<file path="src/rtl/debounce_pkg.sv">
// Shared types and default timing for the input debouncer.
// Enumerators keep the upper-case names used throughout the debounce design docs.
package debounce_pkg;

  typedef enum logic [1:0] {
    ST_LOW      = 2'd0,
    ST_CHK_HIGH = 2'd1,
    ST_HIGH     = 2'd2,
    ST_CHK_LOW  = 2'd3
  } t_debounce_state;

  localparam int unsigned c_NUM_CH_DEFAULT = 4;
  localparam int unsigned c_T_BITS_DEFAULT = 21;
  localparam int unsigned c_T_VAL_DEFAULT  = 1000000;  // 10 ms at 100 MHz

endpackage

</file>
<file path="src/rtl/switch_debounce_ch.sv">
// Single debounce channel: 2-flop synchroniser, saturating timer, timed Moore FSM
// and registered one-cycle rise/fall pulses.
module switch_debounce_ch
  import debounce_pkg::*;
#(
  parameter int unsigned par_T_debounce_bits = c_T_BITS_DEFAULT,
  parameter int unsigned par_T_debounce_val  = c_T_VAL_DEFAULT
) (
  input  logic i_clk,
  input  logic i_rst,
  input  logic i_sw,
  output logic o_sw_deb,
  output logic o_sw_rise,
  output logic o_sw_fall
);

  localparam logic [par_T_debounce_bits-1:0] c_T_MAX =
    par_T_debounce_bits'(par_T_debounce_val - 1);

  logic                           r_sync1;
  logic                           r_sync2;
  logic [par_T_debounce_bits-1:0] r_timer;
  t_debounce_state                r_state;
  t_debounce_state                w_next;
  logic                           r_rise;
  logic                           r_fall;

  // Input test is checked before the timer so a late glitch always wins.
  always_comb begin
    w_next = r_state;
    case (r_state)
      ST_LOW:      if (r_sync2) w_next = ST_CHK_HIGH;
      ST_CHK_HIGH: begin
        if (!r_sync2)               w_next = ST_LOW;
        else if (r_timer >= c_T_MAX) w_next = ST_HIGH;
      end
      ST_HIGH:     if (!r_sync2) w_next = ST_CHK_LOW;
      ST_CHK_LOW:  begin
        if (r_sync2)                w_next = ST_HIGH;
        else if (r_timer >= c_T_MAX) w_next = ST_LOW;
      end
      default:     w_next = ST_LOW;
    endcase
  end

  always_ff @(posedge i_clk) begin
    if (i_rst) begin
      r_sync1 <= 1'b0;
      r_sync2 <= 1'b0;
      r_timer <= '0;
      r_state <= ST_LOW;
      r_rise  <= 1'b0;
      r_fall  <= 1'b0;
    end else begin
      r_sync1 <= i_sw;
      r_sync2 <= r_sync1;
      r_state <= w_next;
      if (w_next != r_state) begin
        r_timer <= '0;
      end else if (r_timer < c_T_MAX) begin
        r_timer <= r_timer + par_T_debounce_bits'(1);
      end
      r_rise <= (r_state == ST_CHK_HIGH) && (w_next == ST_HIGH);
      r_fall <= (r_state == ST_CHK_LOW) && (w_next == ST_LOW);
    end
  end

  assign o_sw_deb  = (r_state == ST_HIGH) || (r_state == ST_CHK_LOW);
  assign o_sw_rise = r_rise;
  assign o_sw_fall = r_fall;

endmodule

</file>
<file path="src/rtl/multi_input_debounce.sv">
// Array of independent debounce channels for board buttons and switches.
module multi_input_debounce
  import debounce_pkg::*;
#(
  parameter int unsigned par_NUM_CH          = c_NUM_CH_DEFAULT,
  parameter int unsigned par_T_debounce_bits = c_T_BITS_DEFAULT,
  parameter int unsigned par_T_debounce_val  = c_T_VAL_DEFAULT
) (
  input  logic                  i_clk,
  input  logic                  i_rst,
  input  logic [par_NUM_CH-1:0] i_sw,
  output logic [par_NUM_CH-1:0] o_sw_deb,
  output logic [par_NUM_CH-1:0] o_sw_rise,
  output logic [par_NUM_CH-1:0] o_sw_fall
);

  for (genvar g = 0; g < par_NUM_CH; g++) begin : g_ch
    switch_debounce_ch #(
      .par_T_debounce_bits(par_T_debounce_bits),
      .par_T_debounce_val (par_T_debounce_val)
    ) u_ch (
      .i_clk    (i_clk),
      .i_rst    (i_rst),
      .i_sw     (i_sw[g]),
      .o_sw_deb (o_sw_deb[g]),
      .o_sw_rise(o_sw_rise[g]),
      .o_sw_fall(o_sw_fall[g])
    );
  end

endmodule
</file>
<file path="config.mk">
export PLATFORM = sky130hd
export DESIGN_NAME = multi_input_debounce
export DESIGN_NICKNAME = d
export VERILOG_FILES = /design/src/rtl/debounce_pkg.sv /design/src/rtl/switch_debounce_ch.sv /design/src/rtl/multi_input_debounce.sv
export SDC_FILE = /design/constraint.sdc
export NUM_CORES = 1
export LEC_CHECK = 0
export ABC_AREA = 1
export CAP_MARGIN = 20
export CORE_MARGIN = 2
export CORE_UTILIZATION = 35
export DETAILED_ROUTE_END_ITERATION = 8
export PLACE_DENSITY = 0.48
export SETUP_SLACK_MARGIN = 0.5
export SYNTH_ARGS = -nofsm -noshare
export SYNTH_HDL_FRONTEND = slang
export SYNTH_HIERARCHICAL = 1
export SYNTH_SLANG_ARGS = --single-unit
</file>
<file path="constraint.sdc">
create_clock -name i_clk -period 3.84 [get_ports i_clk]
set_clock_uncertainty 0.2 [all_clocks]
set_input_delay 0.96 -clock i_clk [delete_from_list [all_inputs] [get_ports i_clk]]
set_output_delay 0.96 -clock i_clk [all_outputs]
set_load 0.02 [all_outputs]
</file>
==> metrics.txt, run 1 <==
status=complete, no violations; Post-Syn Area=0.00725 mm²; final max-slew violation count=0; CP max stage delay=0.65 ns; synthesized flop and latch total=108; area leader, netlist=dfxtp_1; final-report hold violation count=0; worst hold path class=flop to flop; CTS clk-pin slew, worst paths=0.08 ns; CTS Hold Bufs=0; Setup WS post-layout=1.24 ns; Total GRT Usage=0.145; top cell type's share of synthesized area=0.298; clk sinks=108; Initial Util=0.357; # nets final=1116; H-tree levels=3; Tmin final=2.60 ns; overall die width=148 µm; R2R Setup Slk=1.50 ns; wirelength, routed=14800 µm; initial antenna violation count=0; CTS root buf=clkbuf_16; HPWL after DPL=10600 µm; CTS tree=yes; Yosys warnings=6; P&R area growth vs syn=7.35%; delay-heaviest family, CP=buffers and inverters; core area=0.0203 mm²; FFs w/ async S/R, synth=0; DIE HEIGHT=148 µm; Rows=52; Post-DRT Antenna Nets=0; Post-Syn Instances=1100; post-layout util=0.383; Max transition margin=0.547; max-cap violations=0; CTS Buffer Depth=2; leakage=2.96 nW; commonest non-fill, non-tap cell in the layout=nand2_1; vias in the first global route=5557; Area contributors post-synth=dfxtp_1 (30%), nand2_1 (16%), nor2_2 (8.6%); drc violations=0; Critical-path top delay cell=clkdlybuf4s50_1; PD cells=279 mW/mm²; critical-path maximum fanout=4; Power Total=2.17 mW; Top FF cell, synth=dfxtp_1; WL/cell=10.7 µm; 1st-iter DRT viols=286; syn nets=1110; Max IR drop VDD=0.222 mV; most frequent cells in the layout=nand2_1 (308), inv_1 (160), nor2_1 (144); GRT Residual Overflow=0; RSZ-0062 raised after global routing=false; syn avg cell area=6.59 µm²; worst path bufs/invs=1; crit path kind=flop to primary output; via-per-instance ratio=4.22; sequential fraction of the synthesis area=0.298; Die ar.=0.0219 mm²; first-pass GRT wire length=26100 µm; Final Cycle Share=0.676; placed cells=1365; final setup fails=0; register area=0.00216 mm²; DR vias=5831; worst-skew pair later-pin latency=0.35 ns; post-CTS sizing=0; 1st-pass router iterations=4; I/O pin total=18; fmax=0.385 GHz; pre-CTS WS=0.915 ns; largest net degree at the start of global routing=26; gpl congestion=0.798; CP endpoint kind=primary output; measured slew at the worst slew-check pin=0.678 ns; Port Buffers=17; CP Cell Sequence=clkdlybuf4s50_1; fin cells=1381; setup total negative slack=0 ns; ratio of cells with drive above 1 in the final layout=0.192; fill count=2275; Worst Path Required=2.68 ns; diode count=0; worst path arrival time=1.44 ns; Post-CTS Setup Bufs=0; CP Launch Type=flop; synth unique cells=25; EDFF count, synth=0; Multi-input gate area=0.00416 mm²; Inserted Clock Buffers=9
==> through the flow <==
| stage | area (µm²) | hold WS, ns |
|---|---|---|
| 2_1_floorplan | 7250 | 0.188 |
| 3_3_place_gp | 7490 | 0.192 |
| 3_5_place_dp | 7490 | 0.195 |
| 4_1_cts | 7780 | 0.210 |
| 5_1_grt | 7780 | 0.229 |
| 6_report | 7780 | 0.210 |
==> state kept, by name, summed over array words and instances, names as in the netlist <==
register,count
g_ch.u_ch/o_sw_fall,4
g_ch.u_ch/r_sync1,4
g_ch.u_ch/o_sw_rise,4
g_ch.u_ch/r_timer,84
g_ch.u_ch/r_state,8
g_ch.u_ch/r_sync2,4
==> cells in the mapped netlist (all sizes together) (8+ instances only) <==
cell type and instances:
nand2 368, nor2 252, inv 168, dfxtp 108, nand3 56, xor2 48
buf 20, xnor2 20, o21ai 16, nand3b 8, nand4 8, nor3 8
==> power by group <==
group	internal, mW	switching [mW]
Combinational	0.0343	0.0641
Sequential	1.13	0.0176
Clock	0.467	0.450
Total	1.64	0.531
==> final timing paths <==
| check | from | endpoint | cells after the start |
|---|---|---|---|
| hold / removal | g_ch[2].u_ch/r_sync1 | g_ch[2].u_ch/r_sync2 | 2 |
| setup / recovery | g_ch[2].u_ch/r_state[1] | o_sw_deb[2] | 1 |
| hold reg to reg | g_ch[2].u_ch/r_sync1 | g_ch[2].u_ch/r_sync2 | 2 |
| setup reg to reg | g_ch[0].u_ch/r_timer[0] | g_ch[0].u_ch/r_timer[7] | 10 |
==> cell type report <==
type / count / share of cell area
Inverter: 168 / 0.0836
Sequential cell: 108 / 0.278
Tap cell: 270 / 0.0434
Timing Repair Buffer: 19 / 0.0238
Multi-Input combinational cell: 800 / 0.535
Clock inverter: 5 / 0.00547
Clock buffer: 11 / 0.0312
==> cells by family after synthesis <==
kind of cell | synth area share
AOI/OAI and AO/OA | 0.0262
xor gates and xnor gates | 0.0822
adders and majority gates | 0.00691
buffers and inverters | 0.128
DFF | 0.298
and+or+nand+nor | 0.459
==> per-layer routing <==
| layer | track usage | part of all wire |
|---|---|---|
| met1 | 0.200 | 0.53 |
| met2 | 0.234 | 0.43 |
| met4 | 0.0371 | 0.011 |
| met3 | 0.0259 | 0.023 |
| met5 | 0 | 0 |
(Power assumes the default switching activity.)
==> run 2, diff against run 1 <==
clock period = 2.6 ns   (was 3.84 ns; I/O delays follow)
==> metrics.txt, run 2 (synthesis results as in run 1) <==
status=complete, no violations; # nets final=1125; post-route cell area=0.00806 mm²; Rows=52; Max transition margin=0.781; max FFs per register=84; gpl congestion=0.812; CP endpoint kind=flop; largest net degree at the start of global routing=26; measured slew at the worst slew-check pin=0.328 ns; Final Cycle Share=0.758; initial antenna violation count=0; drc violations=0; Port Buffers=17; fin cells=1390; Worst Path Required=2.64 ns; via-per-instance ratio=4.21; leakage=3.12 nW; P&R area growth vs syn=11.2%; max-cap violations=0; fmax=0.507 GHz; Max IR drop VDD=0.355 mV; WL/cell=10.8 µm; fill count=2217; Most flops, register=g_ch.u_ch/r_timer; final max-slew violation count=0; RSZ-0062 raised after global routing=false; DR vias=5853; Critical Path End=g_ch[2].u_ch/o_sw_rise; commonest non-fill, non-tap cell in the layout=nand2_1; 1st-pass router iterations=4; ratio of cells with drive above 1 in the final layout=0.208; clk sinks=108; placed cells=1368; CP max stage delay=0.39 ns; final setup fails=0; CTS Hold Bufs=0; post-layout util=0.397; Post-DRT Antenna Nets=0; vias in the first global route=5581; CTS clk-pin slew, worst paths=0.07 ns; Total GRT Usage=0.146; GRT Residual Overflow=0; R2R Setup Slk=0.63 ns; area post-placement=0.00758 mm²; diode count=0; CP Launch Type=flop; H-tree levels=3; crit path kind=flop to flop; Die ar.=0.0219 mm²; Critical-path top delay cell=dfxtp_1; PD cells=449 mW/mm²; HPWL after DPL=10700 µm; worst hold path class=flop to flop; setup total negative slack=0 ns; CTS tree=yes; Initial Util=0.357; first-pass GRT wire length=26300 µm; most frequent cells in the layout=nand2_1 (308), inv_1 (160), nor2_1 (143); critical-path maximum fanout=4; core area=0.0203 mm²; I/O pin total=18; worst path arrival time=2.01 ns; Inserted Clock Buffers=9; CP Cell Sequence=ha_2 > nand2_1 > inv_1 > nand2_1 > nor2_1 > nand3_1 > nand3_2 > nand2_1 > inv_1 > nand2_1 > nor2_1; R2R depth=11; Tmin final=1.97 ns; Worst R2R Start=g_ch[2].u_ch/r_timer[1]; CTS Buffer Depth=2; r2r endpoint=g_ch[2].u_ch/o_sw_rise; worst-skew pair later-pin latency=0.35 ns; worst setup path startpoint=g_ch[2].u_ch/r_timer[1]; DIE HEIGHT=148 µm; Largest regs=g_ch.u_ch/r_timer x84, g_ch.u_ch/r_state x8; hold_ws=0.202 ns; CTS root buf=clkbuf_16; wirelength, routed=15000 µm; Worst path most repeated cell=nand2_1; final-report hold violation count=0; 1st-iter DRT viols=232; overall die width=148 µm
[run 2: changes by cell type in the layout (fill, tap and decap cells not counted), sizes merged]
cell,delta
clkbuf,-1
clkdlybuf4s50,-12
clkinv,-1
inv,-3
bufinv,+4
buf,+9
clkinvlp,+1
dlygate4sd2,+12
[run 2: worst min path at each step]
stage | from | end | slack (ns) | cells after the start
CTS | g_ch[0].u_ch/r_sync1 | g_ch[0].u_ch/r_sync2 | 0.20 | 2
floorplan | g_ch[0].u_ch/r_sync1 | g_ch[0].u_ch/r_sync2 | 0.19 | 2
finish | g_ch[1].u_ch/r_sync1 | g_ch[1].u_ch/r_sync2 | 0.20 | 2
global route | g_ch[1].u_ch/r_sync1 | g_ch[1].u_ch/r_sync2 | 0.22 | 2
global placement | g_ch[2].u_ch/r_sync1 | g_ch[2].u_ch/r_sync2 | 0.19 | 2
detailed placement | g_ch[0].u_ch/r_sync1 | g_ch[0].u_ch/r_sync2 | 0.19 | 2
[run 2: final cells by class]
class / instances / area, µm² / share of cell area
Tap cell: 270 / 338 / 0.0419
Clock buffer: 10 / 239 / 0.0297
Inverter: 168 / 653 / 0.0811
Clock inverter: 6 / 135 / 0.0168
Timing Repair Buffer: 28 / 313 / 0.0388
Multi-Input combinational cell: 800 / 4210 / 0.523
Sequential cell: 108 / 2170 / 0.269
[run 2: repair_timing]
action,4_1_cts,5_1_grt
gates resized for setup,15,13
endpoints found under the setup margin,36,81
buffers inserted,0,6
pin swaps,0,2
[run 2: through the flow]
step	total power, mW	worst slack, ns
final	3.62	0.629
after floorplan	1.87	0.847
after CTS	3.67	0.513
after detailed placement	1.91	0.368
after global placement	1.91	0.377
after global routing	3.76	0.501
[run 2: routing by layer]
metal,part of all wire,global-route usage,vias to the layer above
met3,0.020,0.0191,10
met1,0.53,0.204,2506
li1,-,-,3295
met2,0.43,0.234,42
met4,0.013,0.0495,0
met5,0,0,-
[run 2: critical path: cells and delay by family (launching register included)]
family | cells | cell delay, ns
AND/OR/NAND/NOR | 8 | 0.85
buffers and inverters | 2 | 0.18
flip-flops | 1 | 0.39
adder cells (fa/ha/maj) | 1 | 0.24
[run 2: power breakdown]
part           switching [mW]  internal, mW  total [mW]
Combinational           0.103        0.0833       0.187
Clock                   0.660          1.07        1.73
Sequential             0.0266          1.68        1.70
Total                   0.790          2.83        3.62
==> run 3, diff against run 2 <==
clock period = 2 ns   (was 2.6 ns; I/O delays follow)
==> metrics.txt, run 3 (synthesis results as in run 1) <==
diode count=0; overall die width=148 µm; vias in the first global route=6192; critical-path maximum fanout=7; P&R area growth vs syn=44.6%; Tmin final=1.80 ns; max FFs per register=84; final setup fails=0; status=complete, no violations; Worst Path Required=2.05 ns; largest net degree at the start of global routing=21; max-cap violations=0; Max transition margin=0.742; CTS tree=yes; CTS clk-pin slew, worst paths=0.07 ns; I/O pin total=18; Inserted Clock Buffers=9; CTS Hold Bufs=0; worst path arrival time=1.85 ns; Critical-path top delay cell=dfxtp_4; initial antenna violation count=0; Post-DRT Antenna Nets=0; # nets final=1257; Die ar.=0.0219 mm²; CTS Buffer Depth=2; CP Launch Type=flop; clk sinks=108; Power Total=4.42 mW; final max-slew violation count=0; commonest non-fill, non-tap cell in the layout=nand2_1; hold_ws=0.203 ns; Setup WS post-layout=0.196 ns; WL/cell=12.0 µm; most frequent cells in the layout=nand2_1 (240), inv_1 (126), nor2_1 (118); placed cells=1402; first-pass GRT wire length=30200 µm; gpl congestion=0.816; ratio of cells with drive above 1 in the final layout=0.482; Initial Util=0.357; measured slew at the worst slew-check pin=0.385 ns; CP max stage delay=0.37 ns; DIE HEIGHT=148 µm; via-per-instance ratio=4.33; CP Cell Sequence=nand2_4 > inv_4 > nand2_4 > nor2_4 > nand3_4 > buf_6 > nand2_8 > clkinv_8 > nand2_2 > nand2_1 > inv_1 > nor2_2; Largest regs=g_ch.u_ch/r_timer x84, g_ch.u_ch/r_state x8; Worst path most repeated cell=nand2_4; setup total negative slack=0 ns; Rows=52; Total GRT Usage=0.170; DR vias=6595; CTS root buf=clkbuf_16; wirelength, routed=18300 µm; 1st-iter DRT viols=249; final-report hold violation count=0; Most flops, register=g_ch.u_ch/r_timer; worst-skew pair later-pin latency=0.35 ns; HPWL after DPL=11500 µm; Max IR drop VDD=0.304 mV; 1st-pass router iterations=4; worst hold path class=flop to flop; H-tree levels=3; fmax=0.554 GHz; GRT Residual Overflow=0; CP endpoint kind=flop; leakage=4.21 nW; hold path cells=2; RSZ-0062 raised after global routing=true; PD cells=422 mW/mm²; crit path kind=flop to flop; core area=0.0203 mm²; drc violations=0; fin cells=1522; R2R depth=12; Final Cycle Share=0.902; Port Buffers=17; pre-CTS WS=0.0598 ns
## run 3: changes by cell type in the layout (fill, tap and decap cells not counted), sizes merged
cell and delta:
dlygate4sd2 -12, buf +133, clkbuf +7, clkinvlp -2, clkinv +3, nand2 +7, bufinv -4
## run 3: timing repair
action,in CTS,in global routing
gates cloned,13,3
setup endpoints to repair,112,112
buffers inserted,66,22
gates resized for setup,188,219
pin swaps,38,70
## run 3: cell type report
type,instances,area [µm²]
Timing Repair Buffer,151,1660
Tap cell,270,338
Inverter,168,688
Sequential cell,108,2350
Clock buffer,15,289
Multi-Input combinational cell,807,5120
Fill cell,2025,9820
Timing Repair inverter,2,32.5
Clock inverter,1,5.00
## run 3: worst max-delay path, delay by kind of cell (launching register included)
family	cells	cell delay (ns)
and+or+nand+nor	8	0.72
buffers and inverters	4	0.41
DFF	1	0.37
## run 3: routing by layer
metal  part of all wire  vias to the layer above  GRT usage
met2               0.48                       55      0.282
met1               0.50                     2947      0.237
met4              0.011                        0     0.0414
met3              0.018                       12     0.0198
li1                   -                     3581          -
met5                  0                        -          0
## run 3: metrics by stage
stage          utilization  instance area (µm²)
2_1_floorplan            -                 7420
3_3_place_gp         0.396                 8040
3_5_place_dp         0.396                 8040
4_1_cts              0.470                 9530
5_1_grt              0.516                10500
6_report             0.516                10500
## run 3: path summary, 6_finish.rpt
check | startpoint | end | slack, ns
worst max register to register | g_ch[3].u_ch/r_timer[16] | g_ch[3].u_ch/r_timer[11] | 0.20
worst min-delay path | g_ch[0].u_ch/r_sync1 | g_ch[0].u_ch/r_sync2 | 0.20
worst max-delay path | g_ch[3].u_ch/r_timer[16] | g_ch[3].u_ch/r_timer[11] | 0.20
worst min register to register | g_ch[0].u_ch/r_sync1 | g_ch[0].u_ch/r_sync2 | 0.20
## run 3: where the power goes
| group | switching [mW] | internal [mW] | total, mW |
|---|---|---|---|
| combinational | 0.199 | 0.235 | 0.433 |
| sequential | 0.0340 | 2.15 | 2.18 |
| clock | 0.811 | 0.992 | 1.80 |
| total | 1.04 | 3.37 | 4.42 |
